===== config.mk =====
export PLATFORM = sky130hd
export DESIGN_NAME = uart_rx_dzj
export DESIGN_NICKNAME = d
export VERILOG_FILES = /design/src/rtl/uart_pkg.sv /design/src/rtl/uart_baud_tick.sv /design/src/rtl/uart_rx_dzj.sv
export SDC_FILE = /design/constraint.sdc
export NUM_CORES = 1
export LEC_CHECK = 0
export ABC_AREA = 1
export ABC_CLOCK_PERIOD_IN_PS = 1900
export BUFFER_PORTS_ARGS = -buffer_cell sky130_fd_sc_hd__buf_2
export CAP_MARGIN = 15
export CORE_MARGIN = 2
export CORE_UTILIZATION = 40
export CTS_CLUSTER_DIAMETER = 100
export DETAILED_ROUTE_END_ITERATION = 12
export SLEW_MARGIN = 15
export SYNTH_ARGS = -nofsm -noshare
export SYNTH_HDL_FRONTEND = slang
export SYNTH_SLANG_ARGS = --single-unit

===== constraint.sdc =====
create_clock -name clk -period 1.9 [get_ports clk]
set_input_delay 0 -clock clk [delete_from_list [all_inputs] [get_ports clk]]
set_output_delay 0 -clock clk [all_outputs]
set_load 0.02 [all_outputs]

===== src/rtl/uart_pkg.sv =====
`timescale 1ns/1ps
// Shared types, constants and helpers for the 8N1 UART receiver and its
// companion baud-tick generator.
package uart_pkg;

    // Receiver frame-tracking states
    typedef enum logic [2:0] {
        IDLE,
        START,
        DATA,
        STOP,
        WAIT_HIGH
    } rx_state_t;

    // Ticks per bit period
    localparam int OVERSAMPLE = 16;

    // Oversample positions inside a bit (s_cnt values)
    localparam logic [3:0] SAMPLE_A  = 4'd7;
    localparam logic [3:0] SAMPLE_B  = 4'd8;
    localparam logic [3:0] SAMPLE_C  = 4'd9;   // majority decision point
    localparam logic [3:0] LAST_TICK = 4'd15;  // last tick of a bit

    localparam int DATA_BITS = 8;

    // Clock cycles per oversample tick (integer floor)
    function automatic int calc_div(input int clk_freq, input int baud);
        return clk_freq / (baud * OVERSAMPLE);
    endfunction

    // Two-out-of-three vote
    function automatic logic maj3(input logic a, input logic b, input logic c);
        return (a & b) | (a & c) | (b & c);
    endfunction

endpackage


===== src/rtl/uart_baud_tick.sv =====
`timescale 1ns/1ps
// Oversample tick generator: one-clock tick every DIV clocks while enabled.
// The counter sits at 0 while disabled so the first tick after enabling
// lands exactly DIV clocks later, phase-aligning it to the enabling event.
module uart_baud_tick
    import uart_pkg::*;
#(
    parameter int CLK_FREQ = 50000000,
    parameter int BAUD     = 9600
) (
    input  logic clk,
    input  logic rst_n,
    input  logic en,
    output logic tick
);

    localparam int DIV = calc_div(CLK_FREQ, BAUD);
    localparam int CW  = (DIV > 1) ? $clog2(DIV) : 1;
    localparam logic [CW-1:0] LAST = CW'(DIV - 1);

    logic [CW-1:0] cnt_q;
    logic [CW-1:0] cnt_d;

    // Next count and tick strobe
    always_comb begin
        cnt_d = cnt_q;
        tick  = 1'b0;
        if (!en) begin
            cnt_d = '0;
        end else if (cnt_q == LAST) begin
            cnt_d = '0;
            tick  = 1'b1;
        end else begin
            cnt_d = cnt_q + CW'(1);
        end
    end

    // Divider counter register
    always_ff @(posedge clk or negedge rst_n) begin
        if (!rst_n) begin
            cnt_q <= '0;
        end else begin
            cnt_q <= cnt_d;
        end
    end

endmodule


===== src/rtl/uart_rx_dzj.sv =====
`timescale 1ns/1ps
// 8N1 UART receiver: 16x oversampling with a 3-sample majority vote per bit,
// valid/ready byte output, and false-start / framing / overrun detection.
module uart_rx_dzj
    import uart_pkg::*;
#(
    parameter int CLK_FREQ = 50000000,
    parameter int BAUD     = 9600
) (
    input  logic       clk,
    input  logic       rst_n,
    input  logic       rx,
    input  logic       rx_ready,
    output logic [7:0] rx_data,
    output logic       rx_valid,
    output logic       rx_busy,
    output logic       frame_err,
    output logic       overrun
);

    // sync_q[0], sync_q[1]: two-flop synchroniser; sync_q[2]: previous rx_s
    logic [2:0] sync_q;
    logic [2:0] sync_d;
    logic       rx_s;
    logic       rx_prev;

    rx_state_t  state_q, state_d;
    logic [3:0] s_cnt_q, s_cnt_d;
    logic [2:0] bit_cnt_q, bit_cnt_d;
    logic [1:0] samp_q, samp_d;
    logic [7:0] shift_q, shift_d;
    logic [7:0] rx_data_q, rx_data_d;
    logic       rx_valid_q, rx_valid_d;
    logic       frame_err_q, frame_err_d;
    logic       overrun_q, overrun_d;

    logic       tick;
    logic       tick_en;
    logic       maj;
    logic       deliver;

    assign rx_s    = sync_q[1];
    assign rx_prev = sync_q[2];
    assign tick_en = (state_q == START) || (state_q == DATA) || (state_q == STOP);

    uart_baud_tick #(
        .CLK_FREQ (CLK_FREQ),
        .BAUD     (BAUD)
    ) u_tick (
        .clk   (clk),
        .rst_n (rst_n),
        .en    (tick_en),
        .tick  (tick)
    );

    // Shift the raw line through the synchroniser and edge-history flop
    always_comb begin
        sync_d = {sync_q[1:0], rx};
    end

    // Synchroniser registers, idle-high at reset
    always_ff @(posedge clk or negedge rst_n) begin
        if (!rst_n) begin
            sync_q <= 3'b111;
        end else begin
            sync_q <= sync_d;
        end
    end

    // Frame FSM, bit sampling and output handshake
    always_comb begin
        state_d     = state_q;
        s_cnt_d     = s_cnt_q;
        bit_cnt_d   = bit_cnt_q;
        samp_d      = samp_q;
        shift_d     = shift_q;
        rx_data_d   = rx_data_q;
        rx_valid_d  = rx_valid_q;
        frame_err_d = 1'b0;
        overrun_d   = 1'b0;
        deliver     = 1'b0;
        maj         = maj3(samp_q[0], samp_q[1], rx_s);

        case (state_q)
            IDLE: begin
                s_cnt_d   = '0;
                bit_cnt_d = '0;
                if (rx_prev && !rx_s) begin
                    state_d = START;
                end
            end
            START, DATA, STOP: begin
                if (tick) begin
                    s_cnt_d = s_cnt_q + 4'd1;
                    if (s_cnt_q == SAMPLE_A) begin
                        samp_d[0] = rx_s;
                    end
                    if (s_cnt_q == SAMPLE_B) begin
                        samp_d[1] = rx_s;
                    end
                    if (s_cnt_q == SAMPLE_C) begin
                        if (state_q == START) begin
                            // A start bit that reads high is line noise
                            if (maj) begin
                                state_d = IDLE;
                            end
                        end else if (state_q == DATA) begin
                            shift_d = {maj, shift_q[7:1]};
                        end else begin
                            // Stop bit decided mid-bit so the next start
                            // edge can be caught without an idle gap
                            if (maj) begin
                                deliver = 1'b1;
                                state_d = IDLE;
                            end else begin
                                frame_err_d = 1'b1;
                                state_d     = WAIT_HIGH;
                            end
                        end
                    end
                    if (s_cnt_q == LAST_TICK) begin
                        if (state_q == START) begin
                            state_d   = DATA;
                            bit_cnt_d = '0;
                        end else if (state_q == DATA) begin
                            if (bit_cnt_q == 3'(DATA_BITS - 1)) begin
                                state_d   = STOP;
                                bit_cnt_d = '0;
                            end else begin
                                bit_cnt_d = bit_cnt_q + 3'd1;
                            end
                        end
                    end
                end
            end
            WAIT_HIGH: begin
                // Hold off while the line is broken/low
                if (rx_s) begin
                    state_d = IDLE;
                end
            end
            default: begin
                state_d = IDLE;
            end
        endcase

        if (rx_valid_q && rx_ready) begin
            rx_valid_d = 1'b0;
        end
        if (deliver) begin
            if (!rx_valid_q || rx_ready) begin
                rx_data_d  = shift_q;
                rx_valid_d = 1'b1;
            end else begin
                overrun_d = 1'b1;
            end
        end
    end

    // State, counters, data path and output registers
    always_ff @(posedge clk or negedge rst_n) begin
        if (!rst_n) begin
            state_q     <= IDLE;
            s_cnt_q     <= '0;
            bit_cnt_q   <= '0;
            samp_q      <= '0;
            shift_q     <= '0;
            rx_data_q   <= '0;
            rx_valid_q  <= 1'b0;
            frame_err_q <= 1'b0;
            overrun_q   <= 1'b0;
        end else begin
            state_q     <= state_d;
            s_cnt_q     <= s_cnt_d;
            bit_cnt_q   <= bit_cnt_d;
            samp_q      <= samp_d;
            shift_q     <= shift_d;
            rx_data_q   <= rx_data_d;
            rx_valid_q  <= rx_valid_d;
            frame_err_q <= frame_err_d;
            overrun_q   <= overrun_d;
        end
    end

    assign rx_data   = rx_data_q;
    assign rx_valid  = rx_valid_q;
    assign rx_busy   = (state_q != IDLE);
    assign frame_err = frame_err_q;
    assign overrun   = overrun_q;

endmodule

==> flow_summary.toml, run 1 <==
[run_status]
status = "complete, no violations"

[pwr]
power_density_nw_per_um2 = 888
worst_ir_drop_vdd_mv = 0.399
static_leakage_uw = 0.00134

[clock_tree]
h_tree_lvls = 2
clk_root_buffer_cell = "clkbuf_8"
cts_resized = 0
clkLatencyLatePin_ns = 0.29
worst_setup_hold_path_clk_slew_ns = 0.08
cts_tree = "done"
clock-sinks = 43
cts-buffers-inserted = 5
clock_path_buffers = 2

[global_routing]
antenna_violations_before_repair = 0
grt_first_pass_wirelength_mm = 7.33
grt_max_degree = 19
gr-usage-met3_pct = 3.56
track_usage_pct = 15.2
grt_overflow = 0
peak_usage_layer_in_the_global_routing_report = "met2"
via_count_of_the_first_global_routing_pass = 1584
grt_use_met2_pct = 23.5
grt_use_met1_pct = 21.2

[finish]
drive_gt1_share_pct = 21.8
antenna-diode-count = 0
area.growth.synth_to_final_pct = 14.0
num-nets-final = 294
final_core_utilization_pct = 46.4
final_common_cell = "nand2_1"
final_cell_mix = "60 x nand2_1, 40 x inv_1, 40 x dfrtp_1"
fill_cells = 547

[placed_design]
place.detailed.hpwl_mm = 3.05
place_ws_ns = 0.269
port_buffers = 15
gp_congestion = 0.780

[detailed_routing]
iteration_count_of_the_initial_detailed_routing_pass = 4
totalWireLength_mm = 4.01
avgRoutedWirePerCell_um = 11.3
via_count = 1661
drt_drc_violations_left = 0
detailedRoute.firstIterationViolations = 88
dr_vias_cell = 4.67
ant_nets = 0

[timing]
worst_margin_pin_slew_ns = 0.430
setup_viol_count_final = 0
timing_hold_violations_final = 0
fin_ws_ns = 0.285
layout_worst_path_cycle_share_pct = 85.0
final_max_slew_viol_count = 0
max_freq_mhz = 619
min_period_ns = 1.61
rsz_0062_raised_after_global_routing = "false"
finClkSkew_ns = 0.00814
totalNegativeSetupSlack_ns = 0
maxSlewHeadroom_pct = 71.3

[setup_path]
slowest_cell_on_the_critical_path = "dfrtp_1"
cpMostUsedCell = "nand2_1"
rr_worst_depth = 9
worst-r2r-setup-slack_ns = 0.29
critical_path_depth = 9
critical_path.max_fanout = 10
startpoint = "u_tick.cnt_q[0]"
cp_num_buf_inv = 1
cp-start-kind = "register"
critical_path.top_delay_family = "simple AND/OR/NAND/NOR gates"
timing.rr.start = "u_tick.cnt_q[0]"
timing_worst_setup_path_type = "reg2reg"
critical_path_cell_by_cell = "inv_1 -> ha_1 -> nand2_1 -> nor3_2 -> nand2_1 -> nor2_4 -> nand3_4 -> nand2_1 -> nand2_1"
crit_required_ns = 2.09
crit_path_max_incr_delay_ns = 0.42
setup.worst_path.end_class = "register"
crit_arrival_ns = 1.80

[yosys]
synthesis.area_um2 = 2210
post_synth_num_cell_types = 27
syn-num-nets = 269
syn-instance-count = 258
yosys.area.top_type_share_pct = 45.2
synth_top_area_cells = "dfrtp_1 45%, nand2_1 10%, inv_1 6.8%, ha_1 4.0%, nand3_1 3.8%"
syn-mean-instance-area_um2 = 8.58
synth_warnings = 0
yosys_register_bits = 43
sequential_element_share_of_the_synthesized_area_pct = 48.8
synth_area_leader_cell = "dfrtp_1"

[floorplan]
placementRows = 27
initial_utilization_pct = 40.7
die_width_um = 78.4
die_h_um = 78.4
top_ports = 16
die-area_um2 = 6150
floorplan.core_area_um2 = 5440

[run]
maximum_capacitance_violations = 0

[hold_path]
min_path_type = "in2async"
==> cell type report <==
cell class	count	area, µm²	area share, %
Clock buffer	6	82.6	3.27
Clock inverter	2	35.0	1.39
Inverter	44	165	6.54
Multi-Input combinational cell	169	955	37.8
Sequential cell	43	1080	42.8
Tap cell	72	90.1	3.57
Timing Repair Buffer	20	118	4.66
==> timing repair <==
item / in CTS / in global routing
hold buffers: 2 / 0
buffers inserted: 0 / 0
endpoints found under the hold margin: 17 / 0
==> flip-flops by register name, indices dropped and copies added (netlist names) <==
register,flops
frame_err,1
state_q,3
bit_cnt_q,3
shift_q,8
u_tick.cnt_q,9
s_cnt_q,4
rx_data,8
rx_valid,1
samp_q,2
sync_q,3
overrun,1
==> routing by layer <==
metal  part of all wire [%]  wire, µm
met1                     50      2020
met2                     45      1790
met3                    3.5       142
met4                    1.2        49
met5                      0         0
==> cell usage after synthesis (all sizes together) <==
library cell,n
a21boi,1
a21oi,6
buf,1
clkbuf,1
dfrtp,40
dfstp,3
ha,7
inv,44
nand2,69
nand3,20
nand4,12
nor2,25
nor3,9
o211ai,1
o21ai,17
o31ai,1
xor2,1
==> through the flow <==
stage          power (µW)  std cells  area (µm²)  hold WS [ns]
2_1_floorplan        1390        258        2210        -0.296
3_3_place_gp         1520        346        2390       -0.0336
3_5_place_dp         1530        346        2390       -0.0277
4_1_cts              2280        356        2520         0.176
5_1_grt              2410        356        2520         0.209
6_report             2240        356        2520         0.173
==> path summary, 6_finish.rpt <==
| path | to |
|---|---|
| min reg2reg | sync_q[1] |
| max | rx_data[3] |
| min | u_tick.cnt_q[4] |
| max reg2reg | rx_data[3] |
| min in group clk | overrun |
| max in group asynchronous | u_tick.cnt_q[0] |
==> kinds of logic (layout without fill, tap and decap cells) <==
| family | Yosys count | after routing | synth area share, % |
|---|---|---|---|
| and+or+nand+nor | 135 | 135 | 30.8 |
| buffers and inverters | 46 | 72 | 8.14 |
| DFF | 43 | 43 | 48.8 |
| AOI/OAI and AO/OA | 26 | 26 | 7.91 |
| adders and majority gates | 7 | 7 | 3.95 |
| xor gates and xnor gates | 1 | 1 | 0.396 |
==> power breakdown <==
part           switching [µW]  leakage, µW  internal [µW]
Combinational             323     0.000690            151
Clock                     310    0.0000612            425
Sequential               68.1     0.000585            965
No activity file was read; power rests on OpenSTA's default activity.
==> run 2, diff against run 1 <==
--- a/config.mk
+++ b/config.mk
@@ -6,7 +6,7 @@
 export NUM_CORES = 1
 export LEC_CHECK = 0
 export ABC_AREA = 1
-export ABC_CLOCK_PERIOD_IN_PS = 1900
+export ABC_CLOCK_PERIOD_IN_PS = 1500
 export BUFFER_PORTS_ARGS = -buffer_cell sky130_fd_sc_hd__buf_2
 export CAP_MARGIN = 15
 export CORE_MARGIN = 2
==> constraint.sdc (replaced) <==
create_clock -name clk -period 1.5 [get_ports clk]
set_input_delay 0 -clock clk [delete_from_list [all_inputs] [get_ports clk]]
set_output_delay 0 -clock clk [all_outputs]
set_load 0.02 [all_outputs]
==> flow_summary.toml, run 2 (synthesized netlist as in run 1, its figures left out) <==
[setup_path]
cp-start-kind = "register"
critical_path.max_fanout = 6
setup.worst_path.end_class = "register"
crit_arrival_ns = 1.70
rr_worst_depth = 9
timing.rr.start = "u_tick.cnt_q[0]"
timing.rr.end = "bit_cnt_q[2]"
worst-r2r-setup-slack_ns = -0.01
timing_worst_setup_path_type = "reg2reg"
crit_required_ns = 1.69

[detailed_routing]
dr_vias_cell = 4.83
totalWireLength_mm = 4.50
avgRoutedWirePerCell_um = 12.0
detailedRoute.firstIterationViolations = 79
iteration_count_of_the_initial_detailed_routing_pass = 4
ant_nets = 0
via_count = 1813
drt_drc_violations_left = 0

[finish]
area.growth.synth_to_final_pct = 26.2
top_register = "u_tick.cnt_q"
num-nets-final = 313
largest_register_ffs = 9
antenna-diode-count = 0
final_cell_mix = "50 x nand2_1, 40 x inv_1, 39 x dfrtp_1"
post-route-cell-area_um2 = 2800
drive_gt1_share_pct = 33.7
layoutNonFillerInstCount = 375
final_common_cell = "nand2_1"

[clock_tree]
clock_path_buffers = 2
clkLatencyLatePin_ns = 0.29
cts-buffers-inserted = 5
worst_setup_hold_path_clk_slew_ns = 0.08
cts_tree = "done"
clk_root_buffer_cell = "clkbuf_8"
clock-sinks = 43
h_tree_lvls = 2

[floorplan]
die_width_um = 78.4
top_ports = 16
die_h_um = 78.4
die-area_um2 = 6150
initial_utilization_pct = 40.7
placementRows = 27
floorplan.core_area_um2 = 5440

[pwr]
worst_ir_drop_vdd_mv = 0.515
swShare_pct = 32.1
clock_power_share_pct = 30.4
power_report.internal_total_uw = 2080
net-switching-power_uw = 985
sequentialPowerShare_pct = 41.4
static_leakage_uw = 0.00143
power_density_nw_per_um2 = 1100
power_share_of_the_combinational_group_pct = 28.2

[global_routing]
grt_first_pass_wirelength_mm = 7.87
grt_max_degree = 20
track_usage_pct = 15.9
gr-usage-met3_pct = 3.33
via_count_of_the_first_global_routing_pass = 1791
peak_usage_layer_in_the_global_routing_report = "met2"
grt_overflow = 0
antenna_violations_before_repair = 0
grt_use_met2_pct = 25.7
grt_use_met1_pct = 21.2

[run]
maximum_capacitance_violations = 0

[run_status]
failed_checks = "setup timing"
status = "finished with violations"

[timing]
maxSlewHeadroom_pct = 70.1
finClkSkew_ns = 0.00553
rsz_0062_raised_after_global_routing = "true"
max_freq_mhz = 661
min_period_ns = 1.51
final_max_slew_viol_count = 0
fin_ws_ns = -0.0128
layout_worst_path_cycle_share_pct = 101
worst_margin_pin_slew_ns = 0.448
setup_viol_count_final = 6
timing_hold_violations_final = 0

[hold_path]
min_path_type = "in2async"

[placed_design]
gp_congestion = 0.802
port_buffers = 15
placed_cell_area_um2 = 2490
place_ws_ns = -0.0344
dp.cells = 358
place.detailed.hpwl_mm = 3.18
run 2: changes by cell type in the layout (fill, tap and decap cells not counted), sizes merged:
| cell | before | now |
|---|---|---|
| nand2 | 69 | 71 |
| buf | 18 | 35 |
run 2: worst max path at each step:
stage / from / end / slack [ns] / cells past startpoint
after floorplan: sync_q[1] / rx_data[0] / 0.04 / 7
after global placement: u_tick.cnt_q[0] / state_q[0] / -0.003 / 10
after detailed placement: u_tick.cnt_q[0] / state_q[1] / -0.03 / 9
after CTS: u_tick.cnt_q[0] / state_q[2] / -0.006 / 7
after global routing: u_tick.cnt_q[0] / state_q[1] / -0.13 / 7
final: u_tick.cnt_q[0] / bit_cnt_q[2] / -0.01 / 9
run 2: layer usage:
metal / vias to the layer above / share of wire (%)
met4: 0 / 1.2
met2: 34 / 48
met1: 860 / 48
li1: 912 / -
met5: - / 0
met3: 7 / 3.0
run 2: final cells by class:
class,count,area (µm²)
clock buffers,6,82.6
multi-input cells,171,1070
inverters,44,168
fillers,517,2640
well taps,72,90.1
repair buffers,37,270
flip-flops and latches,43,1080
clock inverters,2,35.0
run 2: per-stage QoR:
stage                     hold WS, ns  util, %  total power [µW]  setup TNS, ns
after floorplan                -0.296        -              1770              0
after global placement        -0.0323     45.8              2010       -0.00566
after detailed placement      -0.0274     45.8              2020         -0.329
after CTS                       0.188     48.9              3010       -0.00641
after global routing            0.224     51.4              3270          -2.56
final                           0.183     51.4              3060        -0.0487
run 2: power by group through the flow:
stage	Sequential, µW	Combinational, µW	Clock [µW]
CTS	1270	781	963
finish	1270	864	932
detailed placement	1290	724	0
global placement	1290	718	0
floorplan	1310	455	0
global route	1280	974	1020
run 2: what timing repair did:
action,in CTS,in global routing
resized for setup,2,28
buffers inserted,3,2
hold buffers,2,0
endpoints found under the setup margin,15,36
hold endpoints to repair,18,0
pin swaps,1,5
cloned,0,2
run 2: worst max-delay path: stages (launching register included):
cell	delay, ns
dfrtp_1	0.38
inv_1	0.06
ha_2	0.19
nand4_1	0.15
nor2_4	0.21
nand2_4	0.11
nand2_4	0.14
nand2_4	0.07
nand2_2	0.05
nand2_1	0.04
==> run 3, diff against run 2 <==
--- a/config.mk
+++ b/config.mk
@@ -13,6 +13,7 @@
 export CORE_UTILIZATION = 40
 export CTS_CLUSTER_DIAMETER = 100
 export DETAILED_ROUTE_END_ITERATION = 12
+export RECOVER_POWER = 50
 export SLEW_MARGIN = 15
 export SYNTH_ARGS = -nofsm -noshare
 export SYNTH_HDL_FRONTEND = slang
==> flow_summary.toml, run 3 (synthesized netlist as in run 1, its figures left out) <==
[timing]
layout_worst_path_cycle_share_pct = 101
setup_viol_count_final = 6
rsz_0062_raised_after_global_routing = "true"
final_max_slew_viol_count = 0
max_freq_mhz = 661
fin_ws_ns = -0.0128
timing.hold.ws_ns = 0.230
finClkSkew_ns = 0.00553
timing_hold_violations_final = 0
totalNegativeSetupSlack_ns = -0.0488
min_period_ns = 1.51
worst_margin_pin_slew_ns = 1.07
maxSlewHeadroom_pct = 28.5

[finish]
area.growth.synth_to_final_pct = 26.0
antenna-diode-count = 0
num-nets-final = 313
top_register = "u_tick.cnt_q"
fill_cells = 517
largest_register_ffs = 9
drive_gt1_share_pct = 32.7
final_core_utilization_pct = 51.3
final_common_cell = "nand2_1"
final_cell_mix = "50 x nand2_1, 40 x inv_1, 39 x dfrtp_1"

[global_routing]
grt_overflow = 0
grt_use_met2_pct = 25.7
grt_max_degree = 20
via_count_of_the_first_global_routing_pass = 1791
peak_usage_layer_in_the_global_routing_report = "met2"
grt_use_met1_pct = 21.2
gr-usage-met3_pct = 3.33
antenna_violations_before_repair = 0
grt_first_pass_wirelength_mm = 7.87
track_usage_pct = 15.9

[detailed_routing]
dr_vias_cell = 4.83
avgRoutedWirePerCell_um = 12.0
totalWireLength_mm = 4.50
detailedRoute.firstIterationViolations = 77
drt_drc_violations_left = 0
via_count = 1813
ant_nets = 0
iteration_count_of_the_initial_detailed_routing_pass = 4

[floorplan]
top_ports = 16
floorplan.core_area_um2 = 5440
placementRows = 27
initial_utilization_pct = 40.7
die_width_um = 78.4
die_h_um = 78.4
die-area_um2 = 6150

[clock_tree]
h_tree_lvls = 2
clock-sinks = 43
cts-buffers-inserted = 5
clk_root_buffer_cell = "clkbuf_8"
clkLatencyLatePin_ns = 0.29
cts_tree = "done"
worst_setup_hold_path_clk_slew_ns = 0.08
clock_path_buffers = 2

[setup_path]
timing_worst_setup_path_type = "reg2reg"
crit_arrival_ns = 1.70
slowest_cell_on_the_critical_path = "dfrtp_1"
crit_path_max_incr_delay_ns = 0.38
critical_path.max_fanout = 6
cpMostUsedCell = "nand2_4"
setup.worst_path.end_class = "register"
cp-start-kind = "register"
crit_required_ns = 1.69
critical_path_cell_by_cell = "inv_1 -> ha_2 -> nand4_1 -> nor2_4 -> nand2_4 -> nand2_4 -> nand2_4 -> nand2_2 -> nand2_1"

[run_status]
failed_checks = "setup timing"
status = "finished with violations"

[hold_path]
min_path_type = "in2reg"

[run]
maximum_capacitance_violations = 0

[placed_design]
place.detailed.hpwl_mm = 3.18
port_buffers = 15
gp_congestion = 0.802

[pwr]
report.power.total_uw = 3060
power_density_nw_per_um2 = 1100
worst_ir_drop_vdd_mv = 0.515
static_leakage_uw = 0.00142
-- run 3: worst paths after layout --
| check | cells after the start | from | slack, ns | endpoint |
|---|---|---|---|---|
| min in group asynchronous | 2 | rst_n | 0.42 | s_cnt_q[3] |
| worst min register to register | 0 | sync_q[0] | 0.36 | sync_q[1] |
| worst max register to register | 9 | u_tick.cnt_q[0] | -0.01 | bit_cnt_q[2] |
| max in group asynchronous | 3 | rst_n | 0.24 | overrun |
| worst max-delay path | 9 | u_tick.cnt_q[0] | -0.01 | bit_cnt_q[2] |
| worst min-delay path | 4 | rx_ready | 0.23 | overrun |
-- run 3: power by group --
group	switching, µW	total, µW	internal, µW
Sequential	45.9	1270	1220
Clock	393	932	539
Combinational	546	863	317
Total	985	3060	2080
-- run 3: cell type report --
cell class              count  area, µm²  area share, %
repair buffers             37        267           9.55
multi-input cells         171       1070           38.3
flip-flops and latches     43       1080           38.7
inverters                  44        168           6.01
well taps                  72       90.1           3.23
clock inverters             2       35.0           1.26
clock buffers               6       82.6           2.96
-- run 3: repair_timing --
action	4_1_cts	5_1_grt
hold endpoints to repair	18	0
endpoints found under the setup margin	15	36
gates resized for setup	2	28
pin swaps	1	5
hold buffers	2	0
cloned	0	2
setup buffers	3	2
-- run 3: through the flow --
stage	instances	setup WS (ns)	area (µm²)
after floorplan	258	0.0397	2210
after global placement	358	-0.00337	2490
after detailed placement	358	-0.0344	2490
after CTS	371	-0.00641	2660
after global routing	375	-0.128	2790
final	375	-0.0128	2790
-- run 3: worst max-delay path, delay by kind of cell, from the launching register on --
kind,cells,cell delay (ns)
simple gates,7,0.77
flops,1,0.38
fa+ha+maj,1,0.19
buf+inv,1,0.06
-- run 3: layer usage --
layer | vias to the layer above | routed length [µm]
met5 | - | 0
met1 | 860 | 2150
met4 | 0 | 54
met2 | 34 | 2160
li1 | 912 | -
met3 | 7 | 138
